### config.mk
export PLATFORM = sky130hd
export DESIGN_NAME = uart_frame_receiver
export DESIGN_NICKNAME = d
export VERILOG_FILES = /design/src/rtl/uart_pkg.sv /design/src/rtl/uart_bit_timer.sv /design/src/rtl/uart_frame_receiver.sv
export SDC_FILE = /design/constraint.sdc
export NUM_CORES = 1
export LEC_CHECK = 0
export BUFFER_PORTS_ARGS = -buffer_cell sky130_fd_sc_hd__buf_2
export CAP_MARGIN = 40
export CORE_MARGIN = 5
export CORE_UTILIZATION = 30
export CTS_CLUSTER_DIAMETER = 50
export DETAILED_ROUTE_END_ITERATION = 12
export PLACE_DENSITY = 0.48
export SLEW_MARGIN = 40
export SYNTH_ARGS = -nofsm -noshare
export SYNTH_HDL_FRONTEND = slang
export SYNTH_SLANG_ARGS = --single-unit
### constraint.sdc
create_clock -name clock -period 3.6 [get_ports clock]
set_clock_uncertainty 0.2 [all_clocks]
set_input_delay 0.72 -clock clock [delete_from_list [all_inputs] [get_ports clock]]
set_output_delay 0.72 -clock clock [all_outputs]
set_load 0.03 [all_outputs]
### src/rtl/uart_pkg.sv
// Shared types and defaults for the UART frame receiver and its bit timer.
package uart_pkg;

   localparam int MSG_BITS_DEFAULT     = 20;
   localparam int CLKS_PER_BIT_DEFAULT = 10;
   localparam int FRAME_BITS           = MSG_BITS_DEFAULT + 2;

   typedef enum logic [1:0] {
      IDLE  = 2'd0,
      START = 2'd1,
      DATA  = 2'd2,
      STOP  = 2'd3
   } rx_state_t;

   function automatic logic maj3(input logic a, input logic b, input logic c);
      return (a & b) | (a & c) | (b & c);
   endfunction

endpackage

### src/rtl/uart_bit_timer.sv
// Bit-period counter for the UART receiver with mid-bit and end-of-bit strobes.
module uart_bit_timer
   import uart_pkg::*;
#(
   parameter int CLKS_PER_BIT = CLKS_PER_BIT_DEFAULT,
   parameter int MID_COUNT    = CLKS_PER_BIT_DEFAULT / 2 - 1
) (
   input  logic clock,
   input  logic reset,
   input  logic clear,
   output logic mid_strobe,
   output logic end_strobe
);

   localparam int TW = $clog2(CLKS_PER_BIT);
   localparam logic [TW-1:0] MID  = TW'(MID_COUNT);
   localparam logic [TW-1:0] LAST = TW'(CLKS_PER_BIT - 1);

   logic [TW-1:0] count;

   always_ff @(posedge clock or posedge reset) begin
      if (reset) begin
         count <= '0;
      end else if (clear || (count == LAST)) begin
         count <= '0;
      end else begin
         count <= count + TW'(1);
      end
   end

   assign mid_strobe = (count == MID);
   assign end_strobe = (count == LAST);

endmodule

### src/rtl/uart_frame_receiver.sv
// UART frame receiver: start bit, MSG_BITS payload LSB first, stop bit.
// Define UART_RX_MAJORITY_EN for 2-of-3 majority sampling around mid-bit.
module uart_frame_receiver
   import uart_pkg::*;
#(
   parameter int CLKS_PER_BIT = CLKS_PER_BIT_DEFAULT,
   parameter int MSG_BITS     = MSG_BITS_DEFAULT
) (
   input  logic                clock,
   input  logic                reset,
   input  logic                serialIn,
   input  logic                ack,
   output logic [MSG_BITS-1:0] message,
   output logic                valid,
   output logic                framingError,
   output logic                overrun
);

   localparam int CW = $clog2(MSG_BITS + 1);
   localparam logic [CW-1:0] LAST_BIT = CW'(MSG_BITS - 1);
`ifdef UART_RX_MAJORITY_EN
   localparam int MID_COUNT = CLKS_PER_BIT / 2;
`else
   localparam int MID_COUNT = CLKS_PER_BIT / 2 - 1;
`endif

   rx_state_t           state;
   logic                sync_meta;
   logic                rxs;
   logic                rxs_prev;
   logic                sample_bit;
   logic                timer_clear;
   logic                mid_strobe;
   logic                end_strobe;
   logic [CW-1:0]       bit_count;
   logic [MSG_BITS-1:0] shift;

   always_ff @(posedge clock or posedge reset) begin
      if (reset) begin
         sync_meta <= 1'b1;
         rxs       <= 1'b1;
         rxs_prev  <= 1'b1;
      end else begin
         sync_meta <= serialIn;
         rxs       <= sync_meta;
         rxs_prev  <= rxs;
      end
   end

`ifdef UART_RX_MAJORITY_EN
   logic rxs_prev2;

   always_ff @(posedge clock or posedge reset) begin
      if (reset) begin
         rxs_prev2 <= 1'b1;
      end else begin
         rxs_prev2 <= rxs_prev;
      end
   end

   // Decision taken one clock after mid-bit, voting over mid-1, mid, mid+1.
   assign sample_bit = maj3(rxs_prev2, rxs_prev, rxs);
`else
   assign sample_bit = rxs;
`endif

   // Clearing at the start-bit decision aligns every later decision with end_strobe.
   always_comb begin
      timer_clear = 1'b0;
      if (state == IDLE) begin
         timer_clear = 1'b1;
      end else if ((state == START) && mid_strobe) begin
         timer_clear = 1'b1;
      end
   end

   uart_bit_timer #(
      .CLKS_PER_BIT (CLKS_PER_BIT),
      .MID_COUNT    (MID_COUNT)
   ) u_bit_timer (
      .clock      (clock),
      .reset      (reset),
      .clear      (timer_clear),
      .mid_strobe (mid_strobe),
      .end_strobe (end_strobe)
   );

   always_ff @(posedge clock or posedge reset) begin
      if (reset) begin
         state        <= IDLE;
         bit_count    <= '0;
         shift        <= '0;
         message      <= '0;
         valid        <= 1'b0;
         framingError <= 1'b0;
         overrun      <= 1'b0;
      end else begin
         framingError <= 1'b0;
         overrun      <= 1'b0;
         if (ack && valid) begin
            valid <= 1'b0;
         end
         unique case (state)
            IDLE: begin
               if (rxs_prev && !rxs) begin
                  state <= START;
               end
            end
            START: begin
               if (mid_strobe) begin
                  bit_count <= '0;
                  state     <= sample_bit ? IDLE : DATA;
               end
            end
            DATA: begin
               if (end_strobe) begin
                  shift     <= {sample_bit, shift[MSG_BITS-1:1]};
                  bit_count <= bit_count + CW'(1);
                  if (bit_count == LAST_BIT) begin
                     state <= STOP;
                  end
               end
            end
            STOP: begin
               if (end_strobe) begin
                  state <= IDLE;
                  if (!sample_bit) begin
                     framingError <= 1'b1;
                  end else if (!valid || ack) begin
                     message <= shift;
                     valid   <= 1'b1;
                  end else begin
                     overrun <= 1'b1;
                  end
               end
            end
         endcase
      end
   end

endmodule
==> impl_metrics.py <==
metrics = {
    "setup_path": {
        "worst_path_max_delay_cell": "dfrtp_1",
        "crit_chain": "inv_1 > ha_1 > nand3b_4 > nor3b_4 > buf_4 > mux2_2",
        "crit_arrival_ns": 2.14,
        "cp-start-kind": "flip-flop",
        "crit_fanout": 19,
        "criticalPathCategory": "reg -> reg",
        "max_stage_delay_ns": 0.40,
        "worst_ep_required_time_ns": 3.62,
        "cp-end-kind": "flip-flop",
    },
    "hold_path": {
        "min-delay-path-class": "reg -> reg",
    },
    "power_and_ir_drop": {
        "pwr-share-seq": 0.477,
        "p_clk_frac": 0.410,
        "p_per_area_mw_per_mm2": 562,
        "vdd_ir_drop_max_uv": 221,
        "intPower_mw": 1.16,
        "switching_share": 0.255,
        "switchingPower_mw": 0.398,
        "leakagePower_nw": 1.42,
        "combPwrFrac": 0.113,
    },
    "global_route": {
        "grtUsageTotal": 0.0933,
        "grt_antenna_before_repair": 0,
        "grt-ovfl-total": 0,
        "grt_max_degree": 38,
        "grt_first_pass_wirelength_um": 7070,
        "grt_pass1_vias": 1398,
    },
    "yosys": {
        "synthMuxAreaShare": 0.206,
        "yosysMostFrequentCell": "dfrtp_1",
        "seq_area_frac_synth": 0.612,
        "synth_top_area_frac": 0.578,
        "synth_common_cells": "dfrtp_1 (54), mux2_2 (40), nand2_1 (7)",
        "synth_area_per_cell_um2": 14.4,
        "synth_nets": 170,
        "synth_top_flop_cell": "dfrtp_1",
        "synth_seq_cells": 57,
        "yosysTopAreaCell": "dfrtp_1",
        "yosysUniqueCellTypes": 36,
        "synth_top_family_by_area": "multiplexers",
        "yosys-top-cells-area": "dfrtp_1 (58%), mux2_2 (19%), dfstp_2 (3.4%), ha_1 (2.1%), buf_6 (1.4%)",
        "synth_compound_area_frac": 0.0321,
        "synthXorXnorAreaFrac": 0.00750,
        "synthCells": 162,
        "synth_fa_ha_area_frac": 0.0214,
        "syn_area_mm2": 0.00234,
        "ys_warn_count": 0,
        "synth_simple_gate_area_share": 0.0894,
        "async_reset_ff_frac": 1.00,
        "synth_edf_count": 0,
    },
    "final_layout": {
        "fin_nets": 203,
        "drive_gt1_frac": 0.462,
        "antenna_cells": 0,
        "area_delta_synth_final_pct": 18.9,
        "fill_cells": 755,
        "post-route-util": 0.363,
    },
    "floorplanning": {
        "die_w_um": 98.2,
        "io_pins": 27,
        "fp.coreArea_mm2": 0.00765,
        "rows": 32,
        "die_h_um": 98.2,
        "die_area_mm2": 0.00965,
        "initial_core_util": 0.305,
    },
    "placed_design": {
        "dp_hpwl_um": 2690,
        "gp_congestion": 0.787,
        "io_buffers": 26,
    },
    "clock_network": {
        "h-tree-depth": 3,
        "path_clk_slew_ns": 0.06,
        "cts_setup_buffers": 0,
        "cts_made_buffers": 9,
        "cts_hold_buf": 0,
        "clockBufferDepth": 2,
        "clockRootBuffer": "clkbuf_8",
        "cts_tree": "built",
        "ctsResizeCount": 0,
        "clk_latency_ns": 0.33,
        "clock-sinks": 57,
    },
    "timing": {
        "finalHoldViolCount": 0,
        "post-route-period-util": 0.591,
        "worst_pin_slew_ns": 0.631,
        "rsz0062_at_grt": "false",
        "fmax_mhz": 470,
        "setup_violations": 0,
        "slew_violations": 0,
        "relSlewSlack": 0.579,
        "fin_crit_ns": 2.13,
        "setup_tns_ns": 0,
    },
    "drt": {
        "drt-pass1-iter-count": 4,
        "routed_wl_um": 4000,
        "drt_iter0_drc": 69,
        "drc": 0,
        "wl_per_cell_um": 13.3,
        "vias": 1314,
        "ant_nets": 0,
        "viasPerCell": 4.37,
    },
    "run_status": {
        "status": "completed",
    },
    "job": {
        "drv_cap": 0,
    },
}
==> worst max-delay path: cells and delay by family, from the launching register on <==
family | cells | cell delay (ns)
flops | 1 | 0.40
fa+ha+maj | 1 | 0.20
mux | 1 | 0.37
buf+inv | 2 | 0.40
simple gates | 2 | 0.44
==> sequential cells by signal, summed over array words and instances, names as in the netlist, named ones only <==
name	count
u_bit_timer.count	4
state	1
message	20
bit_count	5
shift	20
sync_meta	1
rxs	1
overrun	1
framingError	1
rxs_prev	1
valid	1
==> stage by stage <==
stage | setup WS, ns | hold slack, ns | instance area [um2] | instances | power, mW
2_1_floorplan | 1.29 | 0.145 | 2340 | 162 | 0.893
6_report | 1.47 | 0.156 | 2780 | 301 | 1.56
3_3_place_gp | 1.28 | 0.145 | 2560 | 286 | 0.931
3_5_place_dp | 1.41 | 0.149 | 2570 | 286 | 0.934
5_1_grt | 1.34 | 0.161 | 2780 | 301 | 1.65
4_1_cts | 1.45 | 0.157 | 2780 | 301 | 1.59
==> cell usage in the layout (no fill, tap or decap), types with 2 or more instances in the layout <==
master     Yosys  routed
clkbuf_1       1       2
nand2_1        7       7
clkbuf_8       0      10
mux2i_1        3       3
nor3_1         4       4
mux2_2        40      40
buf_2          2      26
a21oi_1        2       2
o31ai_1        2       2
nand3b_1       2       2
clkinv_2       0       2
inv_1          5       4
nand3_1        3       3
nor3b_1        2       2
bufinv_16      0       2
dfrtp_1       54      54
nand2b_1       3       3
nor2_1         3       3
dfstp_2        3       3
buf_4          1       3
o21ai_0        2       2
ha_1           4       4
==> kinds of logic after synthesis <==
family                   count (synthesis)
flip-flops                              57
multiplexers                            43
AND/OR/NAND/NOR                         33
buffers and inverters                   12
AO/OA/AOI/OAI                           11
adder cells (fa/ha/maj)                  4
XOR/XNOR                                 2
==> final timing paths <==
kind                                                start                 endpoint  slack, ns  depth (start not counted)
max reg2reg                u_bit_timer.count[1]$_DFF_PP0_  message[15]$_DFFE_PP0P_       1.47                          6
min reg2reg                           sync_meta$_DFF_PP1_            rxs$_DFF_PP1_       0.16                          0
max in group asynchronous                           reset      sync_meta$_DFF_PP1_       2.29                          3
min in group asynchronous                           reset   message[3]$_DFFE_PP0P_       0.24                          2
min                                   sync_meta$_DFF_PP1_            rxs$_DFF_PP1_       0.16                          0
max                        u_bit_timer.count[1]$_DFF_PP0_  message[15]$_DFFE_PP0P_       1.47                          6
==> cell type report <==
class | count | area [um2] | share of cell area
Sequential cell | 57 | 1430 | 0.515
Tap cell | 102 | 128 | 0.0459
Inverter | 5 | 20.0 | 0.00721
Clock inverter | 3 | 65.1 | 0.0234
Multi-Input combinational cell | 93 | 837 | 0.301
Timing Repair Buffer | 29 | 153 | 0.0550
Clock buffer | 12 | 145 | 0.0523
==> power by group through the flow <==
stage                     sequential [mW]  clock [mW]  combinational [mW]
final                               0.744       0.640               0.176
after detailed placement            0.755           0               0.179
after global placement              0.755           0               0.176
after global routing                0.752       0.699               0.203
after floorplan                     0.721           0               0.172
after CTS                           0.743       0.666               0.179
==> layer usage <==
layer  vias up  part of all wire  track usage
met5         -                 0            0
met4         0             0.026       0.0536
met3        11             0.033       0.0321
met2        23              0.44        0.125
met1       648              0.50        0.130
li1        632                 -            -
Power figures use the tool's default switching activity.
